**src/rtl/vend_pkg.sv**
```systemverilog
// Shared encodings for the vending controller: coin and drink codes, prices,
// FSM state constants and small decode helpers.
package vend_pkg;

  localparam logic [1:0] COIN_NONE = 2'b00;
  localparam logic [1:0] COIN_1    = 2'b01;
  localparam logic [1:0] COIN_2    = 2'b10;
  localparam logic [1:0] COIN_5    = 2'b11;

  localparam logic [1:0] DRINK_COKE    = 2'b00;
  localparam logic [1:0] DRINK_PEPSI   = 2'b01;
  localparam logic [1:0] DRINK_SPRITE  = 2'b10;
  localparam logic [1:0] DRINK_INVALID = 2'b11;

  localparam logic [4:0] PRICE_COKE   = 5'd5;
  localparam logic [4:0] PRICE_PEPSI  = 5'd7;
  localparam logic [4:0] PRICE_SPRITE = 5'd10;

  typedef logic [1:0] state_t;
  localparam state_t ST_IDLE    = 2'd0;
  localparam state_t ST_COLLECT = 2'd1;
  localparam state_t ST_VEND    = 2'd2;
  localparam state_t ST_PAYOUT  = 2'd3;

  function automatic logic [4:0] coin_value(input logic [1:0] code);
    case (code)
      COIN_1:  return 5'd1;
      COIN_2:  return 5'd2;
      COIN_5:  return 5'd5;
      default: return 5'd0;
    endcase
  endfunction

  function automatic logic [4:0] drink_price(input logic [1:0] drink);
    case (drink)
      DRINK_COKE:   return PRICE_COKE;
      DRINK_PEPSI:  return PRICE_PEPSI;
      DRINK_SPRITE: return PRICE_SPRITE;
      default:      return 5'd0;
    endcase
  endfunction

endpackage

```
**src/rtl/vend_payout_unit.sv**
```systemverilog
// Greedy change selection: picks the largest coin not exceeding the balance
// and returns the balance left after paying it out.
module vend_payout_unit
  import vend_pkg::*;
(
  input  logic [4:0] balance,
  output logic [1:0] coin,
  output logic [4:0] balance_next
);

  always_comb begin
    // NOTE: every output gets a default first so no path leaves it unassigned (no latch).
    coin = COIN_NONE;
    if (balance >= 5'd5)      coin = COIN_5;
    else if (balance >= 5'd2) coin = COIN_2;
    else if (balance != 5'd0) coin = COIN_1;
    balance_next = balance - coin_value(coin);
  end

endmodule

```
**src/rtl/vend_controller.sv**
```systemverilog
// Vending machine controller: coin collection, purchase checks, timed motor
// pulse, greedy change payout and per-drink stock tracking.
module vend_controller
  import vend_pkg::*;
#(
  parameter int TIMEOUT_CYCLES = 1000,
  parameter int MOTOR_CYCLES   = 4,
  parameter int STOCK_INIT     = 15
) (
  input  logic       clk,
  input  logic       reset,
  input  logic [1:0] coin,
  input  logic [1:0] select,
  input  logic       confirm,
  input  logic       cancel,
  input  logic       restock,
  output logic       motor_on,
  output logic [1:0] motor_sel,
  output logic [1:0] payout_coin,
  output logic       coin_reject,
  output logic       error,
  output logic       busy,
  output logic [4:0] balance,
  output logic [2:0] sold_out
);

  localparam int TW = $clog2(TIMEOUT_CYCLES + 1);
  localparam int MW = $clog2(MOTOR_CYCLES + 1);
  localparam logic [3:0]    STOCK_LOAD   = 4'(STOCK_INIT);
  localparam logic [TW-1:0] TIMEOUT_LAST = TW'(TIMEOUT_CYCLES - 1);
  localparam logic [MW-1:0] MOTOR_LAST   = MW'(MOTOR_CYCLES - 1);

  state_t            state_q, state_d;
  logic [4:0]        balance_q, balance_d;
  logic [2:0][3:0]   stock_q, stock_d;
  logic [TW-1:0]     timer_q, timer_d;
  logic [MW-1:0]     mcnt_q, mcnt_d;
  logic              motor_on_q, motor_on_d;
  logic [1:0]        motor_sel_q, motor_sel_d;
  logic [1:0]        payout_coin_q, payout_coin_d;
  logic              coin_reject_q, coin_reject_d;
  logic              error_q, error_d;

  logic [4:0] coin_val, price, base_bal;
  logic [5:0] sum_bal;
  logic       sel_avail;
  logic [1:0] pay_coin;
  logic [4:0] pay_next;

  vend_payout_unit u_payout (
    .balance      (balance_q),
    .coin         (pay_coin),
    .balance_next (pay_next)
  );

  always_comb begin
    state_d       = state_q;
    balance_d     = balance_q;
    stock_d       = stock_q;
    timer_d       = timer_q;
    mcnt_d        = mcnt_q;
    motor_on_d    = 1'b0;
    motor_sel_d   = motor_sel_q;
    payout_coin_d = COIN_NONE;
    coin_reject_d = 1'b0;
    error_d       = 1'b0;
    coin_val      = coin_value(coin);
    price         = drink_price(select);
    base_bal      = balance_q;
    sum_bal       = '0;
    sel_avail     = 1'b0;
    for (int i = 0; i < 3; i++)
      if (select == 2'(i)) sel_avail = (stock_q[i] != 4'd0);

    case (state_q)
      ST_IDLE: begin
        if (restock) stock_d = {3{STOCK_LOAD}};
        if (coin != COIN_NONE) begin
          balance_d = coin_val;
          timer_d   = '0;
          state_d   = ST_COLLECT;
        end
      end

      ST_COLLECT: begin
        if (cancel) begin
          state_d = ST_PAYOUT;
        end else if (confirm) begin
          // Purchase is judged on the credit held before any same-cycle coin.
          if (sel_avail && balance_q >= price) begin
            base_bal = balance_q - price;
            for (int i = 0; i < 3; i++)
              if (select == 2'(i)) stock_d[i] = stock_q[i] - 4'd1;
            motor_on_d  = 1'b1;
            motor_sel_d = select;
            mcnt_d      = '0;
            state_d     = ST_VEND;
          end else begin
            error_d = 1'b1;
          end
        end
        balance_d = base_bal;
        if (coin != COIN_NONE) begin
          sum_bal = {1'b0, base_bal} + {1'b0, coin_val};
          if (sum_bal[5]) coin_reject_d = 1'b1;
          else            balance_d     = sum_bal[4:0];
        end
        if (coin != COIN_NONE || confirm) begin
          timer_d = '0;
        end else if (!cancel) begin
          if (timer_q == TIMEOUT_LAST) state_d = ST_PAYOUT;
          else                         timer_d = timer_q + 1'b1;
        end
      end

      ST_VEND: begin
        coin_reject_d = (coin != COIN_NONE);
        if (mcnt_q == MOTOR_LAST) begin
          state_d = (balance_q != 5'd0) ? ST_PAYOUT : ST_IDLE;
        end else begin
          mcnt_d     = mcnt_q + 1'b1;
          motor_on_d = 1'b1;
        end
      end

      default: begin
        coin_reject_d = (coin != COIN_NONE);
        payout_coin_d = pay_coin;
        balance_d     = pay_next;
        if (pay_next == 5'd0) state_d = ST_IDLE;
      end
    endcase
  end

  always_ff @(posedge clk or posedge reset) begin
    if (reset) begin
      state_q       <= ST_IDLE;
      balance_q     <= '0;
      stock_q       <= {3{STOCK_LOAD}};
      timer_q       <= '0;
      mcnt_q        <= '0;
      motor_on_q    <= 1'b0;
      motor_sel_q   <= DRINK_COKE;
      payout_coin_q <= COIN_NONE;
      coin_reject_q <= 1'b0;
      error_q       <= 1'b0;
    end else begin
      // NOTE: non-blocking assignments so every flop samples pre-edge values.
      state_q       <= state_d;
      balance_q     <= balance_d;
      stock_q       <= stock_d;
      timer_q       <= timer_d;
      mcnt_q        <= mcnt_d;
      motor_on_q    <= motor_on_d;
      motor_sel_q   <= motor_sel_d;
      payout_coin_q <= payout_coin_d;
      coin_reject_q <= coin_reject_d;
      error_q       <= error_d;
    end
  end

  assign motor_on    = motor_on_q;
  assign motor_sel   = motor_sel_q;
  assign payout_coin = payout_coin_q;
  assign coin_reject = coin_reject_q;
  assign error       = error_q;
  assign balance     = balance_q;
  assign busy        = (state_q != ST_IDLE);

  always_comb begin
    for (int i = 0; i < 3; i++) sold_out[i] = (stock_q[i] == 4'd0);
  end

endmodule

```
**config.mk**
```make
export PLATFORM = sky130hd
export DESIGN_NAME = vend_controller
export DESIGN_NICKNAME = d
export VERILOG_FILES = /design/src/rtl/vend_pkg.sv /design/src/rtl/vend_payout_unit.sv /design/src/rtl/vend_controller.sv
export SDC_FILE = /design/constraint.sdc
export NUM_CORES = 1
export LEC_CHECK = 0
export BUFFER_PORTS_ARGS = -buffer_cell sky130_fd_sc_hd__buf_2
export CORE_AREA = 2 2 78 73
export DETAILED_ROUTE_END_ITERATION = 6
export DIE_AREA = 0 0 80 75
export PLACE_DENSITY = 0.88
export SYNTH_ARGS = -nofsm -noshare
export SYNTH_HDL_FRONTEND = slang
export SYNTH_SLANG_ARGS = --single-unit
```
**constraint.sdc**
```tcl
create_clock -name clk -period 10 [get_ports clk]
set_input_delay 0.5 -clock clk [delete_from_list [all_inputs] [get_ports clk]]
set_output_delay 0.5 -clock clk [all_outputs]
set_load 0.02 [all_outputs]
```
==> results.toml, run 1 <==
[outcome]
status = "complete, no violations"

[logic_synthesis]
synth-seq-area-share_pct = 32.9
yosys.area.top_type_share_pct = 22.5
ys_ff_latch = 39
netlist_instances = 347
synth_edf_count = 0
synth_top_cell_by_area = "dfrtp_1"
synth_nets = 383
synth_common_cells = "inv_1 (31), o21ai_0 (31), dfrtp_1 (27)"
synth_warnings = 0
synth_area_per_cell_um2 = 8.67
async_flop_share_pct = 100
netlist_area_um2 = 3010
synth.area.top_cells = "dfrtp_1 (22%), dfstp_2 (10%), ha_1 (10%)"
yosys.cell_types.count = 58
synth_flop_cell = "dfrtp_1"

[worst_hold_path]
holdCritPathClass = "primary input to asynchronous set/reset pin"

[floorplanning]
pin_count = 25
start_util_pct = 58.6
dieHeight_um = 75
std_cell_rows = 25
die_w_um = 80
die_area_um2 = 6000
core_um2 = 5130

[worst_setup_path]
end_kind = "flop"
critPathMaxStageDelay_ns = 0.49
critPathTopFamily = "compound AO/OA/AOI/OAI gates"
cp_cell_sequence = "buf_2 -> inv_1 -> ha_1 -> inv_1 -> ha_1 -> nor2b_1 -> o311ai_0 -> a32o_2 -> nor2_2 -> a21oi_1 -> ha_1 -> inv_1 -> fa_1 -> nor2b_1 -> o21ai_0 -> or2_2 -> xnor2_1 -> a31oi_1 -> o311ai_0 -> a22o_1"
cp_slowest_cell = "o311ai_0"
crit_required_ns = 10.19
path_class = "primary input to flop"
cp_num_buf_inv = 4
worstPathArrival_ns = 4.54
worstSetupStartpointType = "primary input"
worst-path-max-fanout = 8

[routing]
ant_nets = 0
drtIter0Drc = 228
drc = 0
wl_per_cell_um = 16.1
drt-total-wl_mm = 6.98
vias = 2679
drt_first_pass_iters = 5
via_per_inst = 6.17

[place]
gp_congestion = 0.945
io_buffers = 24
place_ws_ns = 5.38
dp_hpwl_mm = 5.14

[global_route]
antenna_found_initial = 0
track_usage_pct = 25.1
grt.overflow.total = 0
grt_pass1_vias = 2469
grt_start_max_net_pins = 40
grt_pass1_wl_mm = 11.7

[timing]
tightest_slew_ns = 0.910
rsz0062_at_grt = "false"
fin_skew_ns = 0.00623
finalHoldViolCount = 0
slew_headroom_pct = 39.1
setup_slack_ns = 5.66
tns_ns = 0
drv_slew = 0
fmax_mhz = 230
period_minus_slack_ns = 4.34
finalSetupViolations = 0
fin_crit_sh_pct = 43.4

[final_layout]
insertedDiodeCount = 0
drive_gt1_share_pct = 16.6
final_nets = 403
area_delta_synth_final_pct = 8.15

[clock_tree]
cts_buffers = 5
cts_tree = "yes"
cts_hold_buffers = 0
cts_sinks = 39
htreeDepth = 2
path_clk_slew_ns = 0.08
clk_path_buf_depth = 2
insertion_delay_ns = 0.30
post_cts_resized = 0
cts_setup_buffers = 0
clock-root-buffer = "clkbuf_8"

[power]
powerDensity_nw_per_um2 = 302
p_leak_nw = 1.47
ir_drop_mv = 0.159

[flow_run]
drv_cap = 0
==> path summary, 6_finish.rpt <==
path | from | endpoint | slack (ns) | cells past startpoint
worst max-delay path | select[0] | balance[4] | 5.66 | 20
worst min-delay path | reset | motor_sel[0] | 0.31 | 3
worst max register to register | balance[1] | balance[4] | 5.74 | 16
worst min register to register | timer_q[9] | timer_q[9] | 0.48 | 1
max in group asynchronous | reset | stock_q[8] | 9.32 | 3
min in group clk | timer_q[9] | timer_q[9] | 0.48 | 1
==> cells in the final DEF, fill, tap and decap left out, drive strengths merged, types with 12 or more instances in the layout <==
cell	instances
o21ai	31
nand2	16
nor3	12
ha	24
buf	26
nor2	26
dfrtp	27
nand3	14
a21oi	22
inv	31
dfstp	12
==> worst reg2reg max path, cell delays in order, from the launching register on <==
cell and delay (ns):
dfrtp_1 0.60, ha_1 0.32, nor2b_1 0.16, o311ai_0 0.49
a32o_2 0.38, nor2_2 0.12, a21oi_1 0.17, ha_1 0.23
inv_1 0.07, fa_1 0.40, nor2b_1 0.12, o21ai_0 0.12
or2_2 0.31, xnor2_1 0.13, a31oi_1 0.18, o311ai_0 0.15
a22o_1 0.20
==> area by class of cell <==
class                           count  area (um2)
Multi-Input combinational cell    264        1850
Fill cell                         430        1880
Sequential cell                    39         991
Timing Repair Buffer               26         135
Tap cell                           67        83.8
Clock inverter                      2        8.76
Inverter                           31         116
Clock buffer                        5        68.8
==> report_power, final <==
| group | internal (mW) | switching (mW) |
|---|---|---|
| Clock | 0.0465 | 0.0567 |
| Sequential | 0.216 | 0.0570 |
| Combinational | 0.243 | 0.364 |
==> per-stage QoR <==
| stage | area [um2] | util (%) | hold WS [ns] | instances | power (mW) |
|---|---|---|---|---|---|
| after floorplan | 3010 | - | 0.440 | 347 | 0.729 |
| after global placement | 3180 | 61.9 | 0.455 | 427 | 0.852 |
| after detailed placement | 3180 | 61.9 | 0.465 | 427 | 0.871 |
| after CTS | 3250 | 63.4 | 0.329 | 434 | 0.978 |
| after global routing | 3250 | 63.4 | 0.359 | 434 | 1.07 |
| final | 3250 | 63.4 | 0.310 | 434 | 0.983 |
==> registers in the layout (all words and copies together) (netlist names) <==
| signal | flops |
|---|---|
| state_q | 2 |
| coin_reject | 1 |
| error | 1 |
| payout_coin | 2 |
| balance | 5 |
| stock_q | 12 |
| motor_sel | 2 |
| mcnt_q | 3 |
| timer_q | 10 |
| motor_on | 1 |
==> routing by layer <==
layer  track usage [%]  share of wire, %
met5                 0                 0
met1              34.0                45
met2              41.0                47
met3              4.20               6.5
met4              8.85               1.7
==> kinds of logic (layout without fill, tap and decap cells) <==
kind of cell | after synthesis | after routing | share of synthesized area [%]
mux | 6 | 6 | 2.16
xor+xnor | 13 | 13 | 3.79
flops | 39 | 39 | 32.9
simple gates | 116 | 116 | 21.4
buf+inv | 44 | 64 | 5.57
fa+ha+maj | 27 | 27 | 12.0
compound gates | 102 | 102 | 22.2
(Power assumes the default switching activity.)
==> inputs of run 2 (changes only) <==
Clock period 10 ns to 4 ns, I/O delays scaled along.
==> results.toml, run 2 (synthesized netlist as in run 1, its figures left out) <==
[outcome]
status = "complete, no violations"

[routing]
drc = 0
via_per_inst = 6.27
drt-total-wl_mm = 7.34
ant_nets = 0
vias = 2808
drtIter0Drc = 321
wl_per_cell_um = 16.4
drt_first_pass_iters = 5

[flow_run]
drv_cap = 0

[floorplanning]
die_area_um2 = 6000
die_w_um = 80
pin_count = 25
core_um2 = 5130
std_cell_rows = 25
dieHeight_um = 75
start_util_pct = 58.6

[worst_setup_path]
rr_worst_depth = 16
r2r-end = "balance[4]"
worstSetupStartpointType = "flop"
r2r_start = "stock_q[0]"
reg2reg_slack_ns = 0.20
end_kind = "flop"
crit_required_ns = 4.18
cp_cell_sequence = "inv_1 -> ha_2 -> nor3b_1 -> or4_4 -> a32o_2 -> buf_4 -> o21ai_0 -> o21ai_1 -> ha_1 -> a21oi_2 -> nand2_1 -> o311ai_1 -> nor4_4 -> o211ai_1 -> o311ai_1 -> a22o_1"
cp_slowest_cell = "dfstp_2"
worst-path-max-fanout = 7
cpMostUsedCell = "o311ai_1"
critPathMaxStageDelay_ns = 0.56
cp_num_buf_inv = 2
critPathTopFamily = "compound AO/OA/AOI/OAI gates"
worstPathArrival_ns = 3.98
path_class = "flop to flop"

[timing]
fin_skew_ns = 0.0119
period_minus_slack_ns = 3.80
finalSetupViolations = 0
fin_crit_sh_pct = 95.0
fmax_mhz = 263
finalHoldViolCount = 0
tightest_slew_ns = 0.829
slew_headroom_pct = 44.7
rsz0062_at_grt = "true"
tns_ns = 0
drv_slew = 0

[clock_tree]
cts_buffers = 5
clock-root-buffer = "clkbuf_8"
insertion_delay_ns = 0.30
htreeDepth = 2
clk_path_buf_depth = 2
path_clk_slew_ns = 0.08
cts_sinks = 39
cts_tree = "yes"
cts_hold_buffers = 0

[place]
place_area_um2 = 3260
dp_hpwl_mm = 5.28
gp_congestion = 0.961
io_buffers = 24

[global_route]
grt_start_max_net_pins = 40
use_met2_pct = 41.7
grt_pass1_vias = 2614
antenna_found_initial = 0
top_usage_layer = "met2"
met1_usage_pct = 34.8
track_usage_pct = 25.4
grt.overflow.total = 0
grt_pass1_wl_mm = 11.9
met3_usage_pct = 3.24

[final_layout]
fin_area_um2 = 3390
fillerInstances = 421
final_cell_mix = "inv_1 (31), o21ai_0 (29), dfrtp_1 (27), nor2_1 (24), buf_2 (24)"
final_common_cell = "inv_1"
max_flop_register = "stock_q"
final_nets = 416
area_delta_synth_final_pct = 12.8
insertedDiodeCount = 0
largest_reg_flops = 12
drive_gt1_share_pct = 21.8

[power]
p_switching_mw = 1.25
ir_drop_mv = 0.466
combPwrFrac_pct = 65.0
power_mw = 2.60
p_sw_share_pct = 48.0
p_leak_nw = 1.53
power_frac_clock_pct = 10.2
p_int_mw = 1.35
seqPwrFrac_pct = 24.8
powerDensity_nw_per_um2 = 766

[worst_hold_path]
holdCritPathClass = "primary input to asynchronous set/reset pin"
==> run 2: cell count changes in the layout (fill, tap and decap cells not counted), moves of 3 or more <==
cell      delta
a21oi_2      +3
o311ai_1     +3
buf_4       +13
a21oi_1      -3
o311ai_0     -3
==> run 2: power groups by stage <==
stage	clock (mW)	combinational [mW]	sequential (mW)
floorplan	0	1.11	0.710
global placement	0	1.55	0.641
detailed placement	0	1.60	0.648
CTS	0.265	1.62	0.641
global route	0.286	1.85	0.660
finish	0.265	1.69	0.646
==> run 2: final cells by class <==
cell class | instances | area (um2) | share of cell area [%]
Clock inverter | 1 | 5.00 | 0.147
Sequential cell | 39 | 991 | 29.2
Tap cell | 67 | 83.8 | 2.47
Clock buffer | 7 | 76.3 | 2.25
Multi-Input combinational cell | 264 | 1890 | 55.6
Inverter | 31 | 116 | 3.43
Timing Repair Buffer | 39 | 233 | 6.86
==> run 2: routing by layer <==
metal / vias up / share of wire (%)
met2: 110 / 47
met1: 1364 / 45
met3: 15 / 6.0
met4: 0 / 1.9
met5: - / 0
li1: 1319 / -
==> run 2: worst max path at each step <==
stage,start,to,slack [ns],cells after the start
6_report,stock_q[0],balance[4],0.20,16
5_1_grt,stock_q[0],balance[4],-0.03,18
4_1_cts,stock_q[0],balance[4],0.008,15
3_5_place_dp,select[1],balance[4],-0.003,19
3_3_place_gp,select[0],balance[4],0.08,19
2_1_floorplan,stock_q[0],balance[4],0.14,18
==> run 2: what timing repair did <==
item | 4_1_cts | 5_1_grt
resized for setup | 0 | 15
setup buffers | 0 | 2
setup endpoints to repair | 0 | 6
==> run 2: tightest hold or removal path, stage by stage <==
cell	delay (ns)
buf_2	0.10
inv_1	0.04
buf_4	0.42
==> run 2: per-stage QoR <==
step                      cells  setup WS (ns)  util (%)  hold WS [ns]
after floorplan             347          0.135         -         0.346
after global placement      438         0.0752      63.5         0.342
final                       448          0.198      66.1        0.0114
after global routing        448        -0.0342      66.1        0.0938
after CTS                   446        0.00831      65.1        0.0380
after detailed placement    438       -0.00266      63.5         0.355
